[src/rtl/trap_irq_ctrl.sv]
// Machine-mode trap/interrupt controller: NUM_IRQ level sources with fixed priority,
// input synchronisers, direct/vectored mtvec, WFI sleep/wake and MRET, frozen by `waiting`.
module trap_irq_ctrl #(
   parameter int          NUM_IRQ     = 2,
   parameter int          SYNC_STAGES = 2,
   parameter int          VECTORED_EN = 1,
   parameter logic [31:0] RESET_MTVEC = 32'h0000_0000
) (
   input  logic               clk,
   input  logic               rst,
   input  logic [NUM_IRQ-1:0] irq,
   input  logic               waiting,
   input  logic               wfi_exec,
   input  logic               mret_exec,
   input  logic [31:0]        pc_curr,
   input  logic               csr_we,
   input  logic [11:0]        csr_addr,
   input  logic [31:0]        csr_wdata,
   output logic [31:0]        csr_rdata,
   output logic               redirect,
   output logic [31:0]        redirect_pc,
   output logic               stall,
   output logic               sleeping
);

   localparam logic [11:0] A_MSTATUS = 12'h300;
   localparam logic [11:0] A_MIE     = 12'h304;
   localparam logic [11:0] A_MTVEC   = 12'h305;
   localparam logic [11:0] A_MEPC    = 12'h341;
   localparam logic [11:0] A_MCAUSE  = 12'h342;
   localparam logic [11:0] A_MIP     = 12'h344;

   localparam logic [31:0] MTVEC_RST = (VECTORED_EN != 0) ? RESET_MTVEC
                                                          : {RESET_MTVEC[31:2], 2'b00};

   function automatic logic [4:0] cause_of(input int idx);
      if (idx == 0)      return 5'd11;
      else if (idx == 1) return 5'd7;
      else               return 5'(14 + idx);
   endfunction

   typedef enum logic {ST_RUN, ST_SLEEP} state_t;

   state_t                          r_state;
   state_t                          w_state_next;
   logic [SYNC_STAGES-1:0][NUM_IRQ-1:0] r_sync;
   logic                            r_mie_bit;
   logic                            r_mpie_bit;
   logic [NUM_IRQ-1:0]              r_mie_en;
   logic [31:0]                     r_mtvec;
   logic [31:0]                     r_mepc;
   logic [31:0]                     r_mcause;
   logic                            r_redirect;
   logic [31:0]                     r_redirect_pc;

   logic [NUM_IRQ-1:0]              w_sync_irq;
   logic [NUM_IRQ-1:0]              w_pending;
   logic                            w_any_pending;
   logic [4:0]                      w_sel_cause;
   logic [NUM_IRQ-1:0]              w_mie_wr;
   logic [31:0]                     w_mie32;
   logic [31:0]                     w_mip32;
   logic [31:0]                     w_base;
   logic                            w_vectored;
   logic [31:0]                     w_trap_pc;
   logic                            w_take_trap;
   logic                            w_take_mret;

   assign w_sync_irq    = r_sync[SYNC_STAGES-1];
   assign w_pending     = w_sync_irq & r_mie_en;
   assign w_any_pending = |w_pending;

   // Each source owns the mie/mip bit at its cause code.
   genvar gi;
   generate
      for (gi = 0; gi < NUM_IRQ; gi++) begin : g_mie_wr
         localparam logic [4:0] L_CAUSE = cause_of(gi);
         assign w_mie_wr[gi] = csr_wdata[L_CAUSE];
      end
   endgenerate

   always_comb begin
      w_mie32 = '0;
      w_mip32 = '0;
      for (int i = 0; i < NUM_IRQ; i++) begin
         w_mie32[cause_of(i)] = r_mie_en[i];
         w_mip32[cause_of(i)] = w_sync_irq[i];
      end
   end

   // Scan from the top so the lowest pending index wins.
   always_comb begin
      w_sel_cause = '0;
      for (int i = NUM_IRQ - 1; i >= 0; i--) begin
         if (w_pending[i]) w_sel_cause = cause_of(i);
      end
   end

   assign w_base     = {r_mtvec[31:2], 2'b00};
   assign w_vectored = (VECTORED_EN != 0) && (r_mtvec[1:0] == 2'b01);
   assign w_trap_pc  = w_vectored ? (w_base + {25'b0, w_sel_cause, 2'b00}) : w_base;

   always_comb begin
      w_state_next = r_state;
      w_take_trap  = 1'b0;
      w_take_mret  = 1'b0;
      if (!waiting) begin
         case (r_state)
            ST_RUN: begin
               if (r_mie_bit && w_any_pending) begin
                  w_take_trap = 1'b1;
               end else if (mret_exec) begin
                  w_take_mret = 1'b1;
               end else if (wfi_exec && !w_any_pending) begin
                  w_state_next = ST_SLEEP;
               end
            end
            ST_SLEEP: begin
               if (w_any_pending) begin
                  w_state_next = ST_RUN;
                  w_take_trap  = r_mie_bit;
               end
            end
            default: w_state_next = ST_RUN;
         endcase
      end
   end

   always_ff @(posedge clk or posedge rst) begin
      if (rst) begin
         r_state       <= ST_RUN;
         r_sync        <= '0;
         r_mie_bit     <= 1'b0;
         r_mpie_bit    <= 1'b0;
         r_mie_en      <= '0;
         r_mtvec       <= MTVEC_RST;
         r_mepc        <= '0;
         r_mcause      <= '0;
         r_redirect    <= 1'b0;
         r_redirect_pc <= '0;
      end else if (!waiting) begin
         r_state    <= w_state_next;
         r_redirect <= w_take_trap | w_take_mret;
         r_sync[0]  <= irq;
         for (int s = 1; s < SYNC_STAGES; s++) r_sync[s] <= r_sync[s-1];

         // Hardware trap/return updates take precedence over software writes.
         if (w_take_trap) begin
            r_redirect_pc <= w_trap_pc;
            r_mepc        <= {pc_curr[31:2], 2'b00};
            r_mcause      <= {1'b1, 26'b0, w_sel_cause};
            r_mpie_bit    <= r_mie_bit;
            r_mie_bit     <= 1'b0;
         end else if (w_take_mret) begin
            r_redirect_pc <= r_mepc;
            r_mie_bit     <= r_mpie_bit;
            r_mpie_bit    <= 1'b1;
         end else if (csr_we) begin
            case (csr_addr)
               A_MSTATUS: begin
                  r_mie_bit  <= csr_wdata[3];
                  r_mpie_bit <= csr_wdata[7];
               end
               A_MEPC:   r_mepc   <= {csr_wdata[31:2], 2'b00};
               A_MCAUSE: r_mcause <= csr_wdata;
               default: ;
            endcase
         end

         if (csr_we && csr_addr == A_MIE) r_mie_en <= w_mie_wr;
         if (csr_we && csr_addr == A_MTVEC)
            r_mtvec <= (VECTORED_EN != 0) ? csr_wdata : {csr_wdata[31:2], 2'b00};
      end
   end

   always_comb begin
      case (csr_addr)
         A_MSTATUS: csr_rdata = {24'b0, r_mpie_bit, 3'b0, r_mie_bit, 3'b0};
         A_MIE:     csr_rdata = w_mie32;
         A_MTVEC:   csr_rdata = r_mtvec;
         A_MEPC:    csr_rdata = r_mepc;
         A_MCAUSE:  csr_rdata = r_mcause;
         A_MIP:     csr_rdata = w_mip32;
         default:   csr_rdata = '0;
      endcase
   end

   assign redirect    = r_redirect & ~waiting;
   assign redirect_pc = r_redirect_pc;
   assign stall       = (r_state == ST_SLEEP);
   assign sleeping    = (r_state == ST_SLEEP);

endmodule

[config.mk]
export PLATFORM = sky130hd
export DESIGN_NAME = trap_irq_ctrl
export DESIGN_NICKNAME = d
export VERILOG_FILES = /design/src/rtl/trap_irq_ctrl.sv
export SDC_FILE = /design/constraint.sdc
export NUM_CORES = 1
export LEC_CHECK = 0
export CORE_MARGIN = 2
export CORE_UTILIZATION = 38
export DETAILED_ROUTE_END_ITERATION = 8
export PLACE_DENSITY = 0.65
export SETUP_SLACK_MARGIN = 0.5
export SKIP_LAST_GASP = 1
export SYNTH_ARGS = -nofsm -noshare
export SYNTH_HDL_FRONTEND = slang
export SYNTH_SLANG_ARGS = --single-unit
[constraint.sdc]
create_clock -name clk -period 4.2 [get_ports clk]
set_input_delay 0.42 -clock clk [delete_from_list [all_inputs] [get_ports clk]]
set_output_delay 0.42 -clock clk [all_outputs]
set_load 0.01 [all_outputs]
# Word-level counts from Yosys, hierarchy flattened
# Index checks and enable logic that the tools add are counted.
# word_totals
mem_bits_rw,0
in_bits,84
wordCells,78
ff_bits,138
memories,0
romBits,0
out_inout_bits,67
latch_bits,0
# op_classes
shifts,0
n_eq_ne,8
mux,35
order_cmp,0
n_mul,0
div_mod_pow,0
bitwise,5
reduce_logical,18
add_sub_neg,1
# ops
op,count
two-way mux 32 bit,11
one-hot mux 32 bit (6 select lines),1
"equality test 12 x 10 -> 1 bit, second input constant",6
adder 32 x 6 -> 32 bit,1
two-way mux 1 bit,19
AND reduction 4 bit,2
nonzero test 2 bit,4
AND reduction 2 bit,3
nonzero test 3 bit,2
logical AND 1 bit,4
two-way mux 4 bit,1
one-hot mux 1 bit (2 select lines),2
two-way mux 3 bit,1
AND reduction 3 bit,1
bitwise AND 2 bit,1
"equality test 2 x 1 -> 1 bit, second input constant",1
"inequality test 2 bit, second input constant",1
NOT 1 bit,2
OR reduction 2 bit,1
bitwise AND 1 bit,1
zero test 1 bit,1
OR 1 bit,1

# Depth between registers and ports, before layout
# depth
ltp_word,8
depth_mapped,10

# Worst setup path after synthesis
# Ideal clock, no wire load.
# synth_path
path_type,flip-flop to flip-flop
startpoint,register r_sync (netlist bit w_sync_irq[0])
endpoint,register r_redirect_pc[26] (netlist: redirect_pc[26])
setup_slack_ns,1.591
arrival_ns,2.471
stages_incl_launch_ff,11
period_less_slack_ns,2.609
path_buffers,1
cell_sequence,dfrtp_1 -> a22o_1 -> ha_1 -> inv_1 -> fa_1 -> nand2b_1 -> a2111oi_0 -> clkbuf_1 -> nand3_1 -> mux2i_1 -> o21ai_0
# synth_between
elab_chain_len,8
word_cells_on_any_way,16
# synth_rtl
element,line_no,rtl
"start, declared",46,logic [SYNC_STAGES-1:0][NUM_IRQ-1:0] r_sync;
bitwise AND 2 bit (*),70,assign w_pending = w_sync_irq & r_mie_en;
"parallel branches: the longest is 7 deep, another holds adder 32 x 6 -> 32 bit",-,
"end signal, assigned",149,r_redirect_pc <= w_trap_pc;
"end signal, assigned",155,r_redirect_pc <= r_mepc;
"end, declared",54,logic [31:0] r_redirect_pc;
# Mark *: on every way between the ends.
# A chain may end at the register's enable or synchronous reset.

# Worst setup path after layout
# layout_path
startpoint,input csr_addr[3]
endpoint,output csr_rdata[31]
# layout_between
elab_chain_len,2
word_cells_on_any_way,7
# layout_rtl
element,line_no,rtl
"start, declared",17,"input logic [11:0] csr_addr,"
equality test 12 x 10 -> 1 bit,177,case (csr_addr)
one-hot mux 32 bit (6 select lines) (*),177,
"end, declared",19,"output logic [31:0] csr_rdata,"
# Mark *: on every way between the ends. The rest lies on a longest branch, timed or not.

==> impl_results.md <==
- Cells on Worst Hold Path: 2
- Clk buf depth: 2
- Core area: 0.01784 sq mm
- PD cells: 329.3 mW/mm^2
- Final Wtd Congestion: 0.8137
- Vias per inst: 5.988
- ANT nets after route: 0
- R2R cell count: 10
- CTS clock-pin slew for the worst setup and hold paths: 50 ps
- Final period util: 0.8548
- Number of synthesized register bits: 134
- Number of global-route vias before repair: 6224
- Largest net degree at the start of global routing: 69
- Fraction of layout cells with a size suffix above 1: 0.09561
- Max-capacitance violation count: 0
- Post-synth top flop: dfrtp_1
- Met1 Routed Length: 9443 microns
- Post-DP Area: 0.008573 sq mm
- Mapped cell area: 0.006850 sq mm
- DRC: 0
- Row cnt: 49
- Clock tree sinks: 134
- Crit path DAT: 3170 ps
- Crit path time final: 3590 ps
- R2R Path End: redirect_pc[12]
- Post-cts sizing count: 0
- Total wire length: 21510 microns
- Worst-path maximum fanout: 31
- Critical path endpoint category: output pin
- Total grt overflow: 0
- Port Buf Inserts: 146
- Most frequent cells in the layout: clkdlybuf4s50_1, dfrtp_1, o22a_1
- Final setup fails: 0
- Synth cell types: 60
- Wire per inst: 21.44 microns
- Die area: 0.01912 sq mm
- Vias: 6006
- First-pass GRT wire length: 34560 microns
- Seq/Total Area, Yosys: 0.4895
- Initial antenna violation count: 0
- Die W: 138.3 microns
- Syn Area/Cell: 10.91 sq um
- Final Hold Vio Count: 0
- Outcome: completed
- Clock latency at the later pin of the worst-skew pair: 420 ps
- R2R Path Start: w_sync_irq[1]
- Detailed placement HPWL: 14300 microns
- Starting Density: 0.3840
- Synth warnings: 0
- Finished Core Util: 0.5146
- Peak supply drop: 0.0002992 V
- Most common cell after layout, fill and taps aside: clkdlybuf4s50_1
- Total global-route track usage: 0.2271
- Clock Tree Root: clkbuf_16
- Mapped Cells: 628
- Slew HR: 0.1840
- First drt pass iteration count: 6
- Fmax: 278.6 MHz
- Min-delay src: r_redirect
- Fraction of registers with async set/reset: 1.000
- R2r setup slk: 1280 ps
- Routed wire length on met2: 10200 microns
- CP required: 3780 ps
- Post-CTS setup buffer count: 0
- Worst slew pin tran: 1224 ps
- CTS Buf Count: 17
- Worst min path class: reg -> reg
- # diodes: 0
- Met3 WL: 1470 microns
- Io pins: 151
- Hold path endpoint: r_redirect
- Leakage: 4.024 nW
- Final instance area: 0.009180 sq mm
- CTS H-Tree Depth: 4
- Fin Hold WS: 478.8 ps
- RSZ-0062 raised after global routing: no
- Clk_skew: 10.81 ps
- Critical setup path kind: in -> out
- Synth-to-layout area growth: 34.01%
- Total Neg Setup Slack: 0 ps
- Crit start category: primary input
- CTS tree: yes
- Top layer in use: met4
- Die H: 138.3 microns
- Post-CTS Hold Fix Bufs: 0
- Nets: 850
- Post-synth EDFFs: 0
- Initial DRC Count: 655
- Pins Over Slew Limit: 0
==> final cells by class <==
cell class	instances	area [sq um]
flip-flops and latches	134	3353
fillers	1553	8661
clock inverters	15	181.4
clock buffers	17	425.4
inverters	24	93.84
multi-input cells	414	3186
well taps	229	286.5
repair buffers	170	1654
==> worst max-delay path, stage by stage <==
cell and delay [ps]:
clkdlybuf4s50_1 400, or4_4 590, or2_1 300, nor3_4 180
buf_4 410, a222oi_1 190, inv_1 110, clkdlybuf4s50_1 550
==> per-layer routing <==
layer	vias to the layer above	track usage
li1	2666	-
met1	3004	0.3093
met2	303	0.3567
met3	33	0.05404
met4	0	0.08056
met5	-	0
==> through the flow <==
stage | total power [mW] | instances | worst slack [ps]
after floorplan | 1.408 | 629 | 1591
after global placement | 1.524 | 971 | 655.4
after detailed placement | 1.529 | 971 | 644.1
after CTS | 3.046 | 1003 | 616.1
after global routing | 3.131 | 1003 | 548.7
final | 3.023 | 1003 | 610.0
==> state kept, by name, summed over array words and instances, names as in the netlist <==
name and cells:
r_mpie_bit 1, r_mcause 32, r_mtvec 32, r_mepc 30
r_mie_en 2, r_sync 2, r_mie_bit 1, sleeping 1
r_redirect 1, w_sync_irq 2, redirect_pc 30
==> synth_stat cells (all sizes together) (14+ instances only) <==
cell type / n / area (sq um)
dfrtp: 134 / 3353
o22a: 66 / 578.1
mux2: 39 / 439.2
clkbuf: 38 / 142.6
nand2: 38 / 142.6
a22oi: 33 / 247.7
a22o: 30 / 262.8
o21ai: 25 / 125.1
inv: 24 / 90.09
nand3: 21 / 105.1
a222oi: 19 / 190.2
buf: 19 / 118.9
nor2: 15 / 56.30
a21oi: 14 / 70.07
==> report_power, final <==
part	internal [mW]	switching (mW)	total, mW
Clock	0.935	0.581	1.52
Sequential	1.31	0.0234	1.34
Combinational	0.0983	0.0730	0.171
Total	2.35	0.678	3.02
==> worst max-delay path by stage <==
stage                  start  slack [ps]  cells past startpoint               to
2_1_floorplan  w_sync_irq[0]        1590                     10  redirect_pc[26]
3_3_place_gp     csr_addr[3]         660                      8     csr_rdata[5]
3_5_place_dp     csr_addr[3]         640                      8    csr_rdata[31]
4_1_cts          csr_addr[3]         620                      8    csr_rdata[31]
5_1_grt          csr_addr[3]         550                      8    csr_rdata[31]
6_report         csr_addr[3]         610                      8    csr_rdata[31]
==> kinds of logic (layout without fill, tap and decap cells) <==
| family | after synthesis | in the layout | synth area share |
|---|---|---|---|
| AOI/OAI and AO/OA | 207 | 207 | 0.2406 |
| muxes | 46 | 46 | 0.07434 |
| and+or+nand+nor | 132 | 132 | 0.1054 |
| DFF | 134 | 134 | 0.4895 |
| other | 1 | 2 | 0.0005474 |
| adders and majority gates | 5 | 5 | 0.01023 |
| xor gates and xnor gates | 22 | 22 | 0.02813 |
| buffers and inverters | 81 | 226 | 0.05132 |
Power figures use the tool's default switching activity.
